**src/rtl/seq_div16x16.sv**
```systemverilog
// Iterative radix-2 restoring divider, 16/16, signed or unsigned per operation.
// Start/busy/done handshake; quotient, remainder and flags stay registered until the next FIX.
module seq_div16x16 #(
  parameter int WIDTH = 16,
  parameter int CNT_W = 5
) (
  input  logic             clk,
  input  logic             rst,
  input  logic             start,
  input  logic [WIDTH-1:0] A,
  input  logic [WIDTH-1:0] B,
  input  logic             alu_signed,
  output logic             busy,
  output logic             done,
  output logic [WIDTH-1:0] QUOT_RESULT,
  output logic [WIDTH-1:0] REM_RESULT,
  output logic             div_by_zero,
  output logic             overflow,
  output logic             neg_flag,
  output logic             zero_flag
);

  localparam logic [1:0] S_IDLE = 2'd0;
  localparam logic [1:0] S_CALC = 2'd1;
  localparam logic [1:0] S_FIX  = 2'd2;
  localparam logic [1:0] S_DONE = 2'd3;

  localparam logic [WIDTH-1:0] MIN_NEG  = {1'b1, {(WIDTH-1){1'b0}}};
  localparam logic [WIDTH-1:0] ALL_ONES = {WIDTH{1'b1}};
  localparam logic [WIDTH-1:0] ZERO_W   = {WIDTH{1'b0}};
  localparam logic [CNT_W-1:0] LAST_CNT = CNT_W'(WIDTH - 1);
  localparam logic [CNT_W-1:0] ONE_CNT  = CNT_W'(1);

  // Two's-complement negate when neg is set; |MIN_NEG| stays MIN_NEG as an unsigned magnitude.
  function automatic logic [WIDTH-1:0] neg_if(input logic [WIDTH-1:0] v, input logic neg);
    logic [WIDTH-1:0] res;
    if (neg) begin
      res = ~v + WIDTH'(1);
    end else begin
      res = v;
    end
    return res;
  endfunction

  logic [1:0]       r_state;
  logic [CNT_W-1:0] r_cnt;
  logic [WIDTH-1:0] r_dvd;      // dividend magnitude shifting out, quotient bits shifting in
  logic [WIDTH-1:0] r_dvs;
  logic [WIDTH-1:0] r_rem;
  logic [WIDTH-1:0] r_a_raw;
  logic             r_sgn;
  logic             r_sign_q;
  logic             r_sign_r;
  logic             r_dz;
  logic             r_ovf;
  logic             r_busy;
  logic             r_done;
  logic [WIDTH-1:0] r_quot;
  logic [WIDTH-1:0] r_rem_out;
  logic             r_div_by_zero;
  logic             r_overflow;
  logic             r_neg;
  logic             r_zero;

  logic [WIDTH:0]   w_shift;
  logic [WIDTH:0]   w_trial;
  logic [WIDTH-1:0] w_rem_next;
  logic             w_q_bit;
  logic [WIDTH-1:0] w_quot_fix;
  logic [WIDTH-1:0] w_rem_fix;

  // One restoring step plus the sign fix-up applied in FIX.
  always_comb begin
    w_shift = {r_rem, r_dvd[WIDTH-1]};
    w_trial = w_shift - {1'b0, r_dvs};
    w_q_bit = ~w_trial[WIDTH];
    if (w_trial[WIDTH]) begin
      w_rem_next = w_shift[WIDTH-1:0];
    end else begin
      w_rem_next = w_trial[WIDTH-1:0];
    end
    if (r_dz) begin
      w_quot_fix = ALL_ONES;
      w_rem_fix  = r_a_raw;
    end else begin
      w_quot_fix = neg_if(r_dvd, r_sign_q);
      w_rem_fix  = neg_if(r_rem, r_sign_r);
    end
  end

  // Control FSM, datapath registers and registered results.
  always_ff @(posedge clk) begin
    if (rst) begin
      r_state       <= S_IDLE;
      r_cnt         <= {CNT_W{1'b0}};
      r_dvd         <= ZERO_W;
      r_dvs         <= ZERO_W;
      r_rem         <= ZERO_W;
      r_a_raw       <= ZERO_W;
      r_sgn         <= 1'b0;
      r_sign_q      <= 1'b0;
      r_sign_r      <= 1'b0;
      r_dz          <= 1'b0;
      r_ovf         <= 1'b0;
      r_busy        <= 1'b0;
      r_done        <= 1'b0;
      r_quot        <= ZERO_W;
      r_rem_out     <= ZERO_W;
      r_div_by_zero <= 1'b0;
      r_overflow    <= 1'b0;
      r_neg         <= 1'b0;
      r_zero        <= 1'b0;
    end else begin
      case (r_state)
        S_IDLE: begin
          if (start) begin
            r_busy        <= 1'b1;
            r_div_by_zero <= 1'b0;
            r_overflow    <= 1'b0;
            r_a_raw       <= A;
            r_sgn         <= alu_signed;
            r_dvd         <= neg_if(A, alu_signed & A[WIDTH-1]);
            r_dvs         <= neg_if(B, alu_signed & B[WIDTH-1]);
            r_sign_q      <= alu_signed & (A[WIDTH-1] ^ B[WIDTH-1]);
            r_sign_r      <= alu_signed & A[WIDTH-1];
            r_dz          <= (B == ZERO_W);
            r_ovf         <= alu_signed & (A == MIN_NEG) & (B == ALL_ONES);
            r_rem         <= ZERO_W;
            r_cnt         <= {CNT_W{1'b0}};
            if (B == ZERO_W) begin
              r_state <= S_FIX;
            end else begin
              r_state <= S_CALC;
            end
          end else begin
            r_state <= S_IDLE;
          end
        end
        S_CALC: begin
          r_rem <= w_rem_next;
          r_dvd <= {r_dvd[WIDTH-2:0], w_q_bit};
          r_cnt <= r_cnt + ONE_CNT;
          if (r_cnt == LAST_CNT) begin
            r_state <= S_FIX;
          end else begin
            r_state <= S_CALC;
          end
        end
        S_FIX: begin
          r_quot        <= w_quot_fix;
          r_rem_out     <= w_rem_fix;
          r_div_by_zero <= r_dz;
          r_overflow    <= r_ovf;
          r_neg         <= r_sgn & w_quot_fix[WIDTH-1];
          r_zero        <= (w_quot_fix == ZERO_W);
          r_busy        <= 1'b0;
          r_done        <= 1'b1;
          r_state       <= S_DONE;
        end
        S_DONE: begin
          r_done  <= 1'b0;
          r_state <= S_IDLE;
        end
        default: begin
          r_busy  <= 1'b0;
          r_done  <= 1'b0;
          r_state <= S_IDLE;
        end
      endcase
    end
  end

  assign busy        = r_busy;
  assign done        = r_done;
  assign QUOT_RESULT = r_quot;
  assign REM_RESULT  = r_rem_out;
  assign div_by_zero = r_div_by_zero;
  assign overflow    = r_overflow;
  assign neg_flag    = r_neg;
  assign zero_flag   = r_zero;

endmodule

```
**config.mk**
```make
export PLATFORM = sky130hd
export DESIGN_NAME = seq_div16x16
export DESIGN_NICKNAME = d
export VERILOG_FILES = /design/src/rtl/seq_div16x16.sv
export SDC_FILE = /design/constraint.sdc
export NUM_CORES = 1
export LEC_CHECK = 0
export ABC_AREA = 1
export BUFFER_PORTS_ARGS = -buffer_cell sky130_fd_sc_hd__buf_2
export CAP_MARGIN = 10
export CORE_AREA = 4 4 131 133
export CTS_CLUSTER_SIZE = 8
export DETAILED_ROUTE_END_ITERATION = 7
export DIE_AREA = 0 0 135 137
export PLACE_DENSITY = 0.68
export RECOVER_POWER = 50
export SLEW_MARGIN = 20
export SYNTH_ARGS = -nofsm -noshare
export SYNTH_HDL_FRONTEND = slang
export SYNTH_SLANG_ARGS = --single-unit
```
**constraint.sdc**
```tcl
create_clock -name clk -period 5.1 [get_ports clk]
set_input_delay 1.02 -clock clk [delete_from_list [all_inputs] [get_ports clk]]
set_output_delay 1.02 -clock clk [all_outputs]
set_load 0.1 [all_outputs]
```
==> impl_metrics.py <==
metrics = {
    "setup_path": {
        "cp_max_fo": 32,
        "rr_worst_depth": 7,
        "cp-startpoint": "start",
        "worst_ep_required_time_ns": 5.37,
        "rr_endpoint": "r_dvd[11]$_SDFFE_PP0P_",
        "worstSetupPathType": "in -> reg",
        "startpoint_type": "input port",
        "ff2ff_setup_slack_ns": 2.15,
        "crit_arrival_ns": 3.52,
        "end_kind": "register",
        "r2r-start": "r_state[0]$_SDFF_PP0_",
    },
    "worst_hold_path": {
        "holdPathStages": 2,
        "hold_class": "reg -> reg",
        "hp-start": "QUOT_RESULT[1]$_SDFFE_PP0P_",
        "hold_end": "QUOT_RESULT[1]$_SDFFE_PP0P_",
    },
    "synth": {
        "synth.most_common_cell": "nand2_1",
        "synthArstFlopShare_pct": 0,
        "yosys.area.top_type": "dfxtp_1",
        "yosysTopAreaCellShare_pct": 32.05,
        "synth_top_flop_cell": "dfxtp_1",
        "syn-cell-area_sq_um": 7121,
        "ys_ff_latch": 114,
        "yosysWarnings": 0,
        "ys_seq_area_share_pct": 32.05,
        "synth_commonest_cells": "283 x nand2_1, 145 x inv_1, 114 x dfxtp_1, 102 x nand3_1, 76 x nor2_1",
        "ys_types": 48,
        "synth_edf_count": 0,
        "avgSynthCellArea_sq_um": 6.545,
        "mappedNetlistNets": 1148,
        "syn_inst": 1088,
        "synth.area.top_cells": "dfxtp_1 32%, nand2_1 15%, inv_1 7.6%",
    },
    "placement": {
        "detailedPlace.worstSlack_ns": 1.995,
        "dpl.hpwl_um": 15700,
        "gp_congestion": 0.9043,
        "io_buffers": 73,
    },
    "route": {
        "drt-total-wl_um": 20830,
        "drc_errors": 0,
        "firstDrtPassIters": 7,
        "wl_per_cell_um": 15.15,
        "vias": 7302,
        "viasPerCell": 5.311,
        "first_iter_violations": 670,
        "postRouteAntennaNets": 0,
    },
    "sta": {
        "max-slew-margin-rel_pct": -2.659,
        "finalSetupViolCount": 0,
        "clock_skew_ns": 0.005677,
        "fin_crit_sh_pct": 63.65,
        "fin_ws_ns": 1.854,
        "rsz0062_at_grt": "false",
        "report.final.slew_viol_count": 33,
        "max_freq_ghz": 0.3081,
        "setup_tns_ns": 0,
        "worstMarginPinSlew_ns": 1.540,
        "finalHoldViolations": 0,
        "post-route-min-period_ns": 3.246,
    },
    "power": {
        "max-vdd-ir-drop_uv": 278.8,
        "finalPower_mw": 5.027,
        "p_leak_nw": 3.713,
        "power_density_nw_per_um2": 619.7,
    },
    "die": {
        "die_w_um": 135,
        "row_count": 46,
        "start_util_pct": 44.99,
        "ios": 74,
        "dieArea_sq_um": 18500,
        "fp.dieH_um": 137,
        "core_area_sq_um": 15830,
    },
    "global_route": {
        "grt_first_pass_wirelength_um": 33380,
        "grt_pass1_vias": 6529,
        "grt_max_degree": 39,
        "antenna_found_initial": 0,
        "grtUsageTotal_pct": 22.53,
        "overflow": 0,
    },
    "outcome": {
        "violations": "capacitance limit, slew limit",
        "outcome": "finished, violations left",
    },
    "cells_and_area": {
        "final_layout_size_suffix_gt1_share_pct": 10.87,
        "area_growth_pct": 13.93,
        "nets": 1206,
        "antenna_cells": 0,
        "fillCellCount": 1619,
    },
    "clock_network": {
        "clkLatencyLatePin_ns": 0.41,
        "postCtsResizedCells": 0,
        "cts-hold-fix-buffers": 0,
        "clock-sinks": 114,
        "clk_pin_slew_worst_paths_ns": 0.05,
        "cts_tree": "done",
        "cts_buffers": 17,
        "postCtsSetupRepairBufs": 0,
        "cts_root_buffer": "clkbuf_16",
        "clk_path_buf_depth": 2,
        "cts_htree_levels": 4,
    },
    "job": {
        "drv_cap": 1,
    },
}
[how the worst max path moves through the flow]
stage | slack (ns) | endpoint
2_1_floorplan | 2.77 | r_dvd[14]$_SDFFE_PP0P_
3_3_place_gp | 2.13 | REM_RESULT[15]$_SDFFE_PP0P_
3_5_place_dp | 2.00 | REM_RESULT[13]$_SDFFE_PP0P_
4_1_cts | 2.40 | REM_RESULT[14]$_SDFFE_PP0P_
5_1_grt | 1.56 | r_dvd[11]$_SDFFE_PP0P_
6_report | 1.85 | r_dvd[11]$_SDFFE_PP0P_
[area by class of cell]
type | count | area [sq um] | share of cell area (%)
Clock buffer | 21 | 460.4 | 5.676
Clock inverter | 11 | 111.4 | 1.373
Sequential cell | 114 | 2282 | 28.13
Multi-Input combinational cell | 780 | 4058 | 50.02
Timing Repair Buffer | 78 | 349.1 | 4.303
Tap cell | 216 | 270.3 | 3.331
Inverter | 155 | 581.8 | 7.171
[metal layers]
metal | vias up | global-route usage, % | wire [um]
met5 | - | 0 | 0
met4 | 0 | 7.503 | 455
met3 | 42 | 4.375 | 1662
met2 | 270 | 34.24 | 8816
met1 | 3289 | 32.07 | 9895
li1 | 3701 | - | -
[power by group]
part / switching, mW / internal (mW) / leakage [nW]
Combinational: 1.85 / 0.916 / 2.50
Clock: 0.409 / 0.737 / 0.286
Sequential: 0.130 / 0.989 / 0.928
[cell families (layout without fill, tap and decap cells)]
logic type	count (synthesis)	count (layout)	share of synthesized area, %
adder cells (fa/ha/maj)	24	24	4.323
flip-flops	114	114	32.05
buffers and inverters	194	265	10.79
XOR/XNOR	15	15	1.845
AO/OA/AOI/OAI	207	207	17.40
AND/OR/NAND/NOR	534	534	33.60
[per-stage QoR]
| step | cells | hold WS, ns | instance area, sq um | utilization [%] |
|---|---|---|---|---|
| detailed placement | 1343 | 0.4372 | 7612 | 48.09 |
| global placement | 1343 | 0.4316 | 7612 | 48.09 |
| finish | 1375 | 0.4521 | 8113 | 51.26 |
| floorplan | 1088 | 0.4231 | 7121 | - |
| CTS | 1375 | 0.4512 | 8184 | 51.71 |
| global route | 1375 | 0.4750 | 8113 | 51.26 |
[worst max-delay path, stage by stage]
cell and delay (ns):
buf_2 0.07, nand2_1 0.06, nor2_1 0.89, nor2_1 0.24, clkbuf_1 0.69, a22oi_1 0.37, o221ai_1 0.15
[state kept, by name (all words and copies together), names as in the netlist, 2 cells and up]
register	count
r_dvd	16
r_rem	16
QUOT_RESULT	16
r_state	2
REM_RESULT	16
r_cnt	5
r_a_raw	16
r_dvs	16
[cells in the final DEF (no fill, tap or decap), types with 23 or more instances in the layout]
cell type	netlist	final
buf_2	14	33
nor2_1	76	77
ha_1	23	23
dfxtp_1	114	114
clkbuf_1	22	43
inv_1	145	146
o21ai_0	62	62
nand2_1	283	283
nand3_1	102	102
a21oi_1	65	65
Power figures use the tool's default switching activity.
